`config.mk`:
```
export PLATFORM = sky130hd
export DESIGN_NAME = seq_divider
export DESIGN_NICKNAME = d
export VERILOG_FILES = /design/src/rtl/seq_divider_pkg.sv /design/src/rtl/seq_divider_div_step.sv /design/src/rtl/seq_divider.sv
export SDC_FILE = /design/constraint.sdc
export NUM_CORES = 1
export LEC_CHECK = 0
export CAP_MARGIN = 20
export CORE_ASPECT_RATIO = 0.7
export CORE_MARGIN = 5
export CORE_UTILIZATION = 38
export CTS_BUF_LIST = sky130_fd_sc_hd__clkbuf_8
export DETAILED_ROUTE_END_ITERATION = 10
export HOLD_SLACK_MARGIN = 0.02
export PLACE_DENSITY = 0.62
export SLEW_MARGIN = 20
export SYNTH_ARGS = -nofsm -noshare
export SYNTH_HDL_FRONTEND = slang
export SYNTH_SLANG_ARGS = --single-unit
```
`constraint.sdc`:
```
create_clock -name clk -period 6.1 [get_ports clk]
set_input_delay 1.22 -clock clk [delete_from_list [all_inputs] [get_ports clk]]
set_output_delay 1.22 -clock clk [all_outputs]
set_load 0.1 [all_outputs]
```
`src/rtl/seq_divider_pkg.sv`:
```
// Shared constants and types for the sequential divider:
// core width, RISC-V divide op encodings and the divider FSM states.
package seq_divider_pkg;

    localparam int XLEN = 32;

    // funct3[1:0] of the RISC-V M-extension divide group
    typedef enum logic [1:0] {
        OP_DIV  = 2'b00,
        OP_DIVU = 2'b01,
        OP_REM  = 2'b10,
        OP_REMU = 2'b11
    } div_op_e;

    typedef enum logic [1:0] {
        S_IDLE = 2'b00,
        S_CALC = 2'b01,
        S_FIX  = 2'b10,
        S_DONE = 2'b11
    } div_state_e;

    function automatic logic is_signed_op(input logic [1:0] op);
        return (op == OP_DIV) || (op == OP_REM);
    endfunction

    function automatic logic is_rem_op(input logic [1:0] op);
        return (op == OP_REM) || (op == OP_REMU);
    endfunction

endpackage

```
`src/rtl/seq_divider_div_step.sv`:
```
// One restoring shift-subtract iteration.
// Ports: rem_i/rem_o partial remainder (XLEN+1 bits), dvd_msb_i next
// dividend bit shifted in, dvs_i divisor magnitude, q_bit_o quotient bit.
module div_step #(
    parameter int XLEN = seq_divider_pkg::XLEN
) (
    input  logic [XLEN:0]   rem_i,
    input  logic            dvd_msb_i,
    input  logic [XLEN-1:0] dvs_i,
    output logic            q_bit_o,
    output logic [XLEN:0]   rem_o
);

    logic [XLEN+1:0] shifted;
    logic [XLEN:0]   diff;

    always_comb begin
        shifted = {rem_i, dvd_msb_i};
        q_bit_o = (shifted >= {2'b00, dvs_i});
        // Only taken when shifted >= divisor, so the result fits XLEN+1 bits
        diff    = shifted[XLEN:0] - {1'b0, dvs_i};
        rem_o   = q_bit_o ? diff : shifted[XLEN:0];
    end

endmodule

```
`src/rtl/seq_divider.sv`:
```
// Multi-cycle RISC-V DIV/DIVU/REM/REMU unit, one quotient bit per cycle.
// Ports: clk, reset (async, active-high), start/op/dividend/divisor in;
// busy, done (1-cycle pulse), result and div_by_zero (held) out.
module seq_divider #(
    parameter int XLEN = seq_divider_pkg::XLEN,
    parameter int ITER = XLEN
) (
    input  logic            clk,
    input  logic            reset,
    input  logic            start,
    input  logic [1:0]      op,
    input  logic [XLEN-1:0] dividend,
    input  logic [XLEN-1:0] divisor,
    output logic            busy,
    output logic            done,
    output logic [XLEN-1:0] result,
    output logic            div_by_zero
);

    import seq_divider_pkg::*;

    localparam int CW = $clog2(ITER + 1);
    localparam logic [CW-1:0] LAST = CW'(ITER - 1);
    localparam logic [XLEN-1:0] MIN_NEG = {1'b1, {(XLEN-1){1'b0}}};

    div_state_e      state_q, state_d;
    logic [1:0]      op_q, op_d;
    logic [XLEN-1:0] dvd_q, dvd_d;
    logic [XLEN-1:0] dvs_q, dvs_d;
    logic [XLEN:0]   rem_q, rem_d;
    logic [CW-1:0]   cnt_q, cnt_d;
    logic            q_neg_q, q_neg_d;
    logic            r_neg_q, r_neg_d;
    logic            dbz_q, dbz_d;
    logic            ovf_q, ovf_d;
    logic [XLEN-1:0] result_q, result_d;
    logic            dbz_out_q, dbz_out_d;
    logic            busy_q, busy_d;
    logic            done_q, done_d;

    logic            in_signed;
    logic            a_neg;
    logic            b_neg;
    logic [XLEN-1:0] a_mag;
    logic [XLEN-1:0] b_mag;
    logic            in_dbz;
    logic            in_ovf;
    logic            accept;

    logic            step_q_bit;
    logic [XLEN:0]   step_rem;

    logic [XLEN-1:0] q_fix;
    logic [XLEN-1:0] r_fix;
    logic [XLEN-1:0] fix_res;

    div_step #(
        .XLEN(XLEN)
    ) u_step (
        .rem_i    (rem_q),
        .dvd_msb_i(dvd_q[XLEN-1]),
        .dvs_i    (dvs_q),
        .q_bit_o  (step_q_bit),
        .rem_o    (step_rem)
    );

    // Operand conditioning for the accepting edge
    always_comb begin
        in_signed = is_signed_op(op);
        a_neg     = in_signed & dividend[XLEN-1];
        b_neg     = in_signed & divisor[XLEN-1];
        a_mag     = a_neg ? (-dividend) : dividend;
        b_mag     = b_neg ? (-divisor) : divisor;
        in_dbz    = (divisor == '0);
        in_ovf    = in_signed && (dividend == MIN_NEG)
                    && (divisor == '1);
        accept    = start
                    && ((state_q == S_IDLE) || (state_q == S_DONE));
    end

    // Sign correction and quotient/remainder select
    always_comb begin
        q_fix = q_neg_q ? (-dvd_q) : dvd_q;
        r_fix = r_neg_q ? (-rem_q[XLEN-1:0]) : rem_q[XLEN-1:0];
        if (dbz_q) begin
            // dvd_q still holds the raw dividend on the fast path
            fix_res = is_rem_op(op_q) ? dvd_q : '1;
        end else if (ovf_q) begin
            fix_res = is_rem_op(op_q) ? '0 : MIN_NEG;
        end else begin
            fix_res = is_rem_op(op_q) ? r_fix : q_fix;
        end
    end

    always_comb begin
        state_d   = state_q;
        op_d      = op_q;
        dvd_d     = dvd_q;
        dvs_d     = dvs_q;
        rem_d     = rem_q;
        cnt_d     = cnt_q;
        q_neg_d   = q_neg_q;
        r_neg_d   = r_neg_q;
        dbz_d     = dbz_q;
        ovf_d     = ovf_q;
        result_d  = result_q;
        dbz_out_d = dbz_out_q;

        unique case (state_q)
            S_IDLE, S_DONE: begin
                if (accept) begin
                    op_d    = op;
                    dvs_d   = b_mag;
                    rem_d   = '0;
                    cnt_d   = '0;
                    q_neg_d = a_neg ^ b_neg;
                    r_neg_d = a_neg;
                    dbz_d   = in_dbz;
                    ovf_d   = in_ovf;
                    if (in_dbz || in_ovf) begin
                        dvd_d   = dividend;
                        state_d = S_FIX;
                    end else begin
                        dvd_d   = a_mag;
                        state_d = S_CALC;
                    end
                end else begin
                    state_d = S_IDLE;
                end
            end
            S_CALC: begin
                // Dividend register turns into the quotient, MSB first
                dvd_d = {dvd_q[XLEN-2:0], step_q_bit};
                rem_d = step_rem;
                cnt_d = cnt_q + CW'(1);
                if (cnt_q == LAST) begin
                    state_d = S_FIX;
                end
            end
            S_FIX: begin
                result_d  = fix_res;
                dbz_out_d = dbz_q;
                state_d   = S_DONE;
            end
            default: begin
                state_d = S_IDLE;
            end
        endcase

        busy_d = (state_d == S_CALC) || (state_d == S_FIX);
        done_d = (state_d == S_DONE);
    end

    always_ff @(posedge clk or posedge reset) begin
        if (reset) begin
            state_q   <= S_IDLE;
            op_q      <= '0;
            dvd_q     <= '0;
            dvs_q     <= '0;
            rem_q     <= '0;
            cnt_q     <= '0;
            q_neg_q   <= 1'b0;
            r_neg_q   <= 1'b0;
            dbz_q     <= 1'b0;
            ovf_q     <= 1'b0;
            result_q  <= '0;
            dbz_out_q <= 1'b0;
            busy_q    <= 1'b0;
            done_q    <= 1'b0;
        end else begin
            state_q   <= state_d;
            op_q      <= op_d;
            dvd_q     <= dvd_d;
            dvs_q     <= dvs_d;
            rem_q     <= rem_d;
            cnt_q     <= cnt_d;
            q_neg_q   <= q_neg_d;
            r_neg_q   <= r_neg_d;
            dbz_q     <= dbz_d;
            ovf_q     <= ovf_d;
            result_q  <= result_d;
            dbz_out_q <= dbz_out_d;
            busy_q    <= busy_d;
            done_q    <= done_d;
        end
    end

    assign busy        = busy_q;
    assign done        = done_q;
    assign result      = result_q;
    assign div_by_zero = dbz_out_q;

endmodule

```
======== After elaboration in Yosys (flattened, before gate mapping) ========
Index checks and enable logic that the tools add are counted.
Widths: inputs -> output; s select.
word-level totals
  register bits ........................... 146
  input port bits ......................... 69
  output and inout bits ................... 35
  word-level logic and storage cells ...... 73
cells by class
  add/subtract/negate cells ............... 6
  magnitude comparators ................... 1
  eq/ne operators ......................... 13
  multiplexer cells ....................... 21
  bitwise gates (word level) .............. 3
  reductions and logical operators ........ 15
operators by type and width
  kind                  number
  $mux 32               11
  $neg 32->32           4
  $mux 33               2
  $pmux 33 s2           1
  $eq 32x32->1 const B  2
  $pmux 32 s2           1
  $ge 34x32->1          1
  $sub 33x32->33        1
  $logic_not 32->1      1
  $eq 2x2->1 const B    7
  $pmux 6 s2            1
  $add 6x1->6 const B   1
  $eq 6x5->1 const B    1
  $mux 2                3
  $mux 6                1
  $pmux 2 s3            1
  $logic_or 1x1->1      5
  $eq 2x1->1 const B    2
  $logic_not 2->1       2
  $reduce_and 2->1      2
  $logic_and 1x1->1     3
  $and 1x1->1           2
  $ne 2x2->1 const B    1
  $reduce_bool 2->1     1
  2 further kinds       2

======== Logic depth before layout (Yosys ltp) ========
Gate-level depths: netlist of run 1.
  word-level depth ........................ 10
  gate-level depth with buffers ........... 15
  gate-level depth less buffers ........... 12

======== By module ========
From an unflattened synthesis of run 1, not the netlist that was laid out.
unflattened totals
  cells, all modules ...................... 1,479
  area total of the unflattened synthesis .. 11,780.0 sq um
by module, submodules not included
  module       times used  cells an instance  area an instance (sq um)  seq. area each (sq um)
  seq_divider  1           1,113              9,223.8                   3,628.5
  div_step     1           366                2,556.2                   0.0

======== Worst setup path before layout of run 1 ========
No wires, ideal clock.
  path kind ............................... input port to flip-flop
  start ................................... input port dividend[16]
  end ..................................... register dvd_q[28]
  setup time .............................. 0.134 ns
  arrival ................................. 3.285 ns
  data required time ...................... 5.966 ns
  slack ................................... 2.681 ns
  cell stages on the path ................. 9
  path buffers ............................ 1
  path through ............................ or4_1 nor4_1 nand4_1 o22ai_4 nor2_2 buf_6 o31ai_1 mux2i_1 o211ai_1
on the way
  word-level cells in the longest chain between the ends .. 7
  elaborated cells on any way between the ends .. 9
  classes of those cells .................. add/sub: 1; eq/ne: 1; mux: 4; reduce/logical: 3
ends and longest elaborated chain
  item                                                 RTL line            source
  start, declared                                      seq_divider.sv:12   input logic [XLEN-1:0] dividend,
  branches (longest 4 deep; another with $neg 32->32)  -
  $mux 32 *                                            seq_divider.sv:120  if (in_dbz || in_ovf) begin
  $mux 32 *                                            seq_divider.sv:111  if (accept) begin
  $pmux 32 s2 *                                        seq_divider.sv:109  unique case (state_q)
  end signal, assigned                                 seq_divider.sv:173  dvd_q <= dvd_d;
  end, declared                                        seq_divider.sv:28   logic [XLEN-1:0] dvd_q, dvd_d;
Every way passes the cells marked *. The select of a mux whose other input is x is not followed.
A chain may end at the register's enable or synchronous reset.

======== Final worst setup path of run 1 ========
  start ................................... input port dividend[7]
  end ..................................... register dvd_q[23]
Same word-level chain as after synthesis.

==> results of run 1 <==
==> cells in the final DEF (no fill, tap or decap), drive strengths merged, types with 20 or more instances in the layout <==
cell           netlist  layout
mux2i               26      26
o211ai              25      25
ha                  41      41
o22ai               25      25
dfrtp              145     145
xor2                70      70
clkbuf              77      20
a21oi              110     110
nor2                93      93
o221ai              34      34
o31ai               28      28
clkdlybuf4s50        0     103
nand2              132     132
nand3               28      28
inv                 88      91
xnor2               73      73
o21ai              134     134
nand4               21      21
==> sequential cells by signal (all words and copies together), names as in the netlist <==
| signal | count |
|---|---|
| result | 32 |
| ovf_q | 1 |
| r_neg_q | 1 |
| done | 1 |
| dvs_q | 32 |
| cnt_q | 6 |
| op_q | 1 |
| dbz_q | 1 |
| rem_q | 33 |
| dvd_q | 32 |
| div_by_zero | 1 |
| q_neg_q | 1 |
| state_q | 2 |
| busy | 1 |
==> per-layer routing <==
metal | vias up | track usage | part of all wire
met5 | - | 0 | 0
met4 | 0 | 0.0387 | 0.0092
met3 | 30 | 0.0548 | 0.083
met2 | 435 | 0.283 | 0.40
met1 | 5211 | 0.342 | 0.51
li1 | 5083 | - | -
==> per-stage QoR <==
step / instance area, µm² / worst slack, ns / power (mW) / std cells / hold slack [ns]
global route: 12900 / 1.66 / 3.49 / 1816 / 0.507
finish: 12900 / 1.89 / 3.30 / 1816 / 0.484
floorplan: 11200 / 0.985 / 2.06 / 1381 / 0.450
detailed placement: 12500 / 1.45 / 2.41 / 1784 / 0.471
CTS: 12900 / 1.96 / 3.29 / 1816 / 0.488
global placement: 12500 / 1.46 / 2.39 / 1784 / 0.466
==> critical path, delay by kind of cell <==
family          cells  cell delay, ns
simple gates        5            2.04
compound gates      2            0.60
buf+inv             1            0.51
xor+xnor            1            0.17
==> cell type report <==
class,instances,area (µm²),area share
Multi-Input combinational cell,1058,6920,0.536
Timing Repair Buffer,115,1120,0.0868
Tap cell,378,473,0.0366
Sequential cell,145,3630,0.281
Inverter,88,335,0.0260
Clock buffer,20,275,0.0213
Clock inverter,12,165,0.0128
==> final timing paths <==
kind | depth (start not counted) | startpoint | end | slack, ns
min in group asynchronous | 2 | reset | rem_q[14] | 1.19
worst max-delay path | 9 | dividend[7] | dvd_q[23] | 1.89
worst min register to register | 2 | dvs_q[22] | dvs_q[22] | 0.48
worst min-delay path | 2 | dvs_q[22] | dvs_q[22] | 0.48
worst max register to register | 12 | dvd_q[31] | rem_q[25] | 2.11
max in group asynchronous | 3 | reset | rem_q[25] | 3.75
==> cells by family after synthesis <==
family	Yosys count
flip-flops	145
AO/OA/AOI/OAI	448
buffers and inverters	178
adder cells (fa/ha/maj)	42
AND/OR/NAND/NOR	397
XOR/XNOR	143
multiplexers	28
==> where the power goes <==
part / internal (mW) / switching [mW] / leakage (nW)
Sequential: 1.08 / 0.191 / 1.81
Combinational: 0.443 / 0.695 / 3.25
Clock: 0.473 / 0.408 / 0.229
==> results.toml, run 1 <==
[synth]
synth_edf_count = 0
syn_nets = 1492
synthMuxAreaShare = 0.0252
synth_fa_ha_area_frac = 0.0475
synth_compound_area_frac = 0.256
yosys.area_share.simple = 0.175
ys_types = 74
synth_top_family_by_area = "compound AO/OA/AOI/OAI gates"
synth_top_area_cell = "dfrtp_1"
synth_top_flop_cell = "dfrtp_1"
synth.top_cell.area_share = 0.323
synth-seq-cells = 145
synth_most_common_cell = "dfrtp_1"
syn_inst = 1381
netlist_top_cells_area = "dfrtp_1 (32%), xnor2_1 (5.7%), xor2_1 (5.5%)"
syn-cell-area_um2 = 11200
ys_async_sr_fraction = 1.00
seq_area_frac_synth = 0.323
synth.avg_cell_area_um2 = 8.13
yosys-top-cells-count = "dfrtp_1 (145), nand2_1 (131), a21oi_1 (110)"
synth-xor-area-share = 0.112
yosysWarningCount = 0

[timing]
setup_viol = 0
fin_crit_sh = 0.690
fin_skew_ns = 0.0154
drv_slew = 0
period_minus_slack_ns = 4.21
setup_tns_ns = 0
grt_setup_unrepaired = "false"
fmaxAchievable_ghz = 0.238
final-hold-violation-count = 0
worst_pin_slew_ns = 1.12
max-slew-margin-rel = 0.252

[outcome]
outcome = "complete, no violations"

[clock_network]
post_cts_buffers = 0
cts_max_level = 4
cts_max_path_buffers = 2
ctsHoldBuffers = 0
cts.clk_slew.worst_paths_ns = 0.09
cts_tree = "done"
cts_buffers = 17
clkLatencyLatePin_ns = 0.48
clock-sinks = 145
cts_root_buffer = "clkbuf_8"
cts_resized = 0

[worst_setup_path]
worstPathCellList = "clkdlybuf4s50_1, or4_4, nor4_2, nand4_1, o22ai_4, or2_1, nor2_1, xnor2_1, o221ai_1"
arrival_ns = 4.54
setup.worst_path.start_class = "input port"
path_class = "input port to register"
slowest_delay_ns = 0.61
critical_path.slowest_cell = "or4_4"
critPathRequiredTime_ns = 6.43
cp-end-kind = "register"
critPathMaxFanout = 10

[floorplanning]
coreArea_um2 = 29000
floorplan.initialDensity = 0.387
die_w_um = 215
io_pins = 104
row_count = 52
die_y_um = 154
die_area_um2 = 33100

[drt]
first_iter_violations = 1165
dr.pass1.iters = 6
drc = 0
vias = 10759
avgRoutedWirePerCell_um = 19.9
ant_nets = 0
wl_um = 36100
via_per_inst = 5.92

[place]
dp_hpwl_um = 27300
portBuffers = 103
gp_congestion = 0.928

[cells_and_area]
utilization = 0.445
nNetsFinal = 1536
layout-drive-gt1-share = 0.0487
area_growth_pct = 15.1
diodes = 0
fillCellCount = 2908

[flow_run]
drv_cap = 0

[min_path]
holdCritPathClass = "register to register"

[power_and_ir_drop]
p_leak_nw = 5.29
ir_drop_uv = 148
power.density_nw_per_um2 = 255

[global_route]
grt_pass1_vias = 9870
grt_max_degree = 77
antenna_found_initial = 0
grt_overflow = 0
grt.total_usage = 0.213
grt_pass1_wl_um = 57100
Note: power is estimated with default switching activity, not from simulation.
==> run 2: changes to the inputs <==
==> constraint.sdc (replaced) <==
create_clock -name clk -period 3.9 [get_ports clk]
set_input_delay 0.78 -clock clk [delete_from_list [all_inputs] [get_ports clk]]
set_output_delay 0.78 -clock clk [all_outputs]
set_load 0.1 [all_outputs]
==> run 2 against run 1 <==
Against the previous run:
- worst hold slack improved by 0.0010 ns
- power rose by 58%
- sequential share of layout area fell by 0.43 points
- via count rose by 0.56%
- non-clock buffer count rose by 21
- largest power group unchanged
- sequential power rose by 55%
- worst setup slack got worse by 1.4 ns
- highest routed layer unchanged
- core utilization rose by 0.69 points
- global-route usage rose by 0.16 points
==> results.toml, run 2 (synthesis results as in run 1) <==
[outcome]
outcome = "complete, no violations"

[clock_network]
cts_resized = 0
cts_max_path_buffers = 2
cts_max_level = 4
clock-sinks = 145
cts_buffers = 17
ctsHoldBuffers = 0
cts.clk_slew.worst_paths_ns = 0.08
post_cts_buffers = 0
cts_root_buffer = "clkbuf_8"
cts_tree = "done"
clkLatencyLatePin_ns = 0.49

[timing]
fin_crit_sh = 0.872
fmaxAchievable_ghz = 0.294
drv_slew = 0
max-slew-margin-rel = 0.322
final-hold-violation-count = 0
fin_skew_ns = 0.0145
worst_pin_slew_ns = 1.02
grt_setup_unrepaired = "false"
period_minus_slack_ns = 3.40
setup_tns_ns = 0
setup_viol = 0

[floorplanning]
die_y_um = 154
io_pins = 104
coreArea_um2 = 29000
die_w_um = 215
die_area_um2 = 33100
row_count = 52
floorplan.initialDensity = 0.387

[worst_setup_path]
worstPathCellList = "inv_1, ha_1, inv_1, fa_1, a21oi_1, o21ai_0, a21o_1, a21oi_1, a21o_1, and2_1, buf_4, a32oi_1, o21ai_0"
setup.worst_path.start_class = "register"
r2r_end = "rem_q[27]"
critical_path.slowest_cell = "dfrtp_1"
cp_num_buf_inv = 3
critPathMaxFanout = 9
r2r_start = "dvd_q[31]"
cp_top_family = "compound AO/OA/AOI/OAI gates"
critPathRequiredTime_ns = 4.29
path_class = "register to register"
ff2ff_setup_slack_ns = 0.50
reg2reg_depth = 13
arrival_ns = 3.79
cp-end-kind = "register"
slowest_delay_ns = 0.43

[drt]
first_iter_violations = 1070
ant_nets = 0
avgRoutedWirePerCell_um = 19.7
wl_um = 36200
via_per_inst = 5.89
vias = 10819
dr.pass1.iters = 5
drc = 0

[power_and_ir_drop]
p_total_mw = 5.20
p_leak_nw = 5.40
power.share.sequential = 0.380
ir_drop_uv = 193
power.share.switching = 0.391
pwr-share-clk = 0.271
p_int_mw = 3.17
combPwrFrac = 0.349
p_switching_mw = 2.03
power.density_nw_per_um2 = 396

[global_route]
grt_max_degree = 85
grt_pass1_wl_um = 57500
grt_pass1_vias = 10041
grt.total_usage = 0.214
grt_overflow = 0
antenna_found_initial = 0

[place]
dp_hpwl_um = 27500
portBuffers = 103
post-place-cells = 1805
gp_congestion = 0.928

[cells_and_area]
area_growth_pct = 16.9
fillCellCount = 2889
top_register = "rem_q"
diodes = 0
stdcell_count = 1836
largest_register_ffs = 33
utilization = 0.452
final_cell_mix = "dfrtp_1 (145), nand2_1 (130), a21oi_1 (110)"
layout-drive-gt1-share = 0.0624
final_common_cell = "dfrtp_1"
nNetsFinal = 1557

[flow_run]
drv_cap = 0

[min_path]
hp-start = "dvs_q[26]"
holdCritPathClass = "register to register"
hold_path_end = "dvs_q[26]"
holdPathStages = 2
## run 2: cell count changes in the layout (fill, tap and decap cells not counted)
cell | before | now
buf_4 | 12 | 30
buf_12 | 0 | 3
clkinv_2 | 2 | 0
clkinvlp_4 | 2 | 4
clkbuf_8 | 20 | 21
inv_1 | 90 | 89
inv_6 | 1 | 0
## run 2: final cells by class
cell class                 count  area, µm²  share of cell area
sequential                   145       3630               0.277
timing repair buffer         136       1320               0.100
multi-input combinational   1058       6920               0.528
inverter                      88        334              0.0255
tap                          378        473              0.0360
clock inverter                10        159              0.0121
clock buffer                  21        289              0.0220
## run 2: power groups by stage
stage / Clock [mW] / Combinational, mW / Sequential (mW)
floorplan: 0 / 1.35 / 1.87
global placement: 0 / 1.76 / 2.00
detailed placement: 0 / 1.79 / 2.00
CTS: 1.42 / 1.79 / 1.97
global route: 1.48 / 2.02 / 2.01
finish: 1.41 / 1.81 / 1.98
## run 2: through the flow
stage / cell area, µm² / setup WS, ns / hold slack [ns]
global placement: 12700 / 0.0873 / 0.463
global route: 13100 / 0.289 / 0.511
detailed placement: 12700 / 0.0779 / 0.470
CTS: 13100 / 0.558 / 0.491
floorplan: 11200 / 0.921 / 0.450
finish: 13100 / 0.498 / 0.485
## run 2: worst max path at each step
stage | slack (ns) | cells past startpoint | start | endpoint
2_1_floorplan | 0.92 | 9 | dividend[16] | dvd_q[28]
3_3_place_gp | 0.09 | 12 | dividend[0] | dvd_q[5]
3_5_place_dp | 0.08 | 9 | dividend[26] | dvd_q[28]
4_1_cts | 0.56 | 9 | dividend[26] | dvd_q[28]
5_1_grt | 0.29 | 13 | dvd_q[31] | rem_q[26]
6_report | 0.50 | 13 | dvd_q[31] | rem_q[27]
## run 2: metal layers
| metal | routed length, µm | share of wire | global-route usage | vias to the layer above |
|---|---|---|---|---|
| met5 | 0 | 0 | 0 | - |
| met4 | 552 | 0.015 | 0.0475 | 0 |
| met3 | 2950 | 0.081 | 0.0485 | 40 |
| met2 | 14200 | 0.39 | 0.282 | 444 |
| met1 | 18500 | 0.51 | 0.347 | 5209 |
| li1 | - | - | - | 5126 |
## run 2: worst reg2reg max path: cells and delay by family, from the launching register on
family | cells | cell delay [ns]
AO/OA/AOI/OAI | 7 | 1.35
adder cells (fa/ha/maj) | 2 | 0.67
buffers and inverters | 3 | 0.48
flip-flops | 1 | 0.43
AND/OR/NAND/NOR | 1 | 0.39
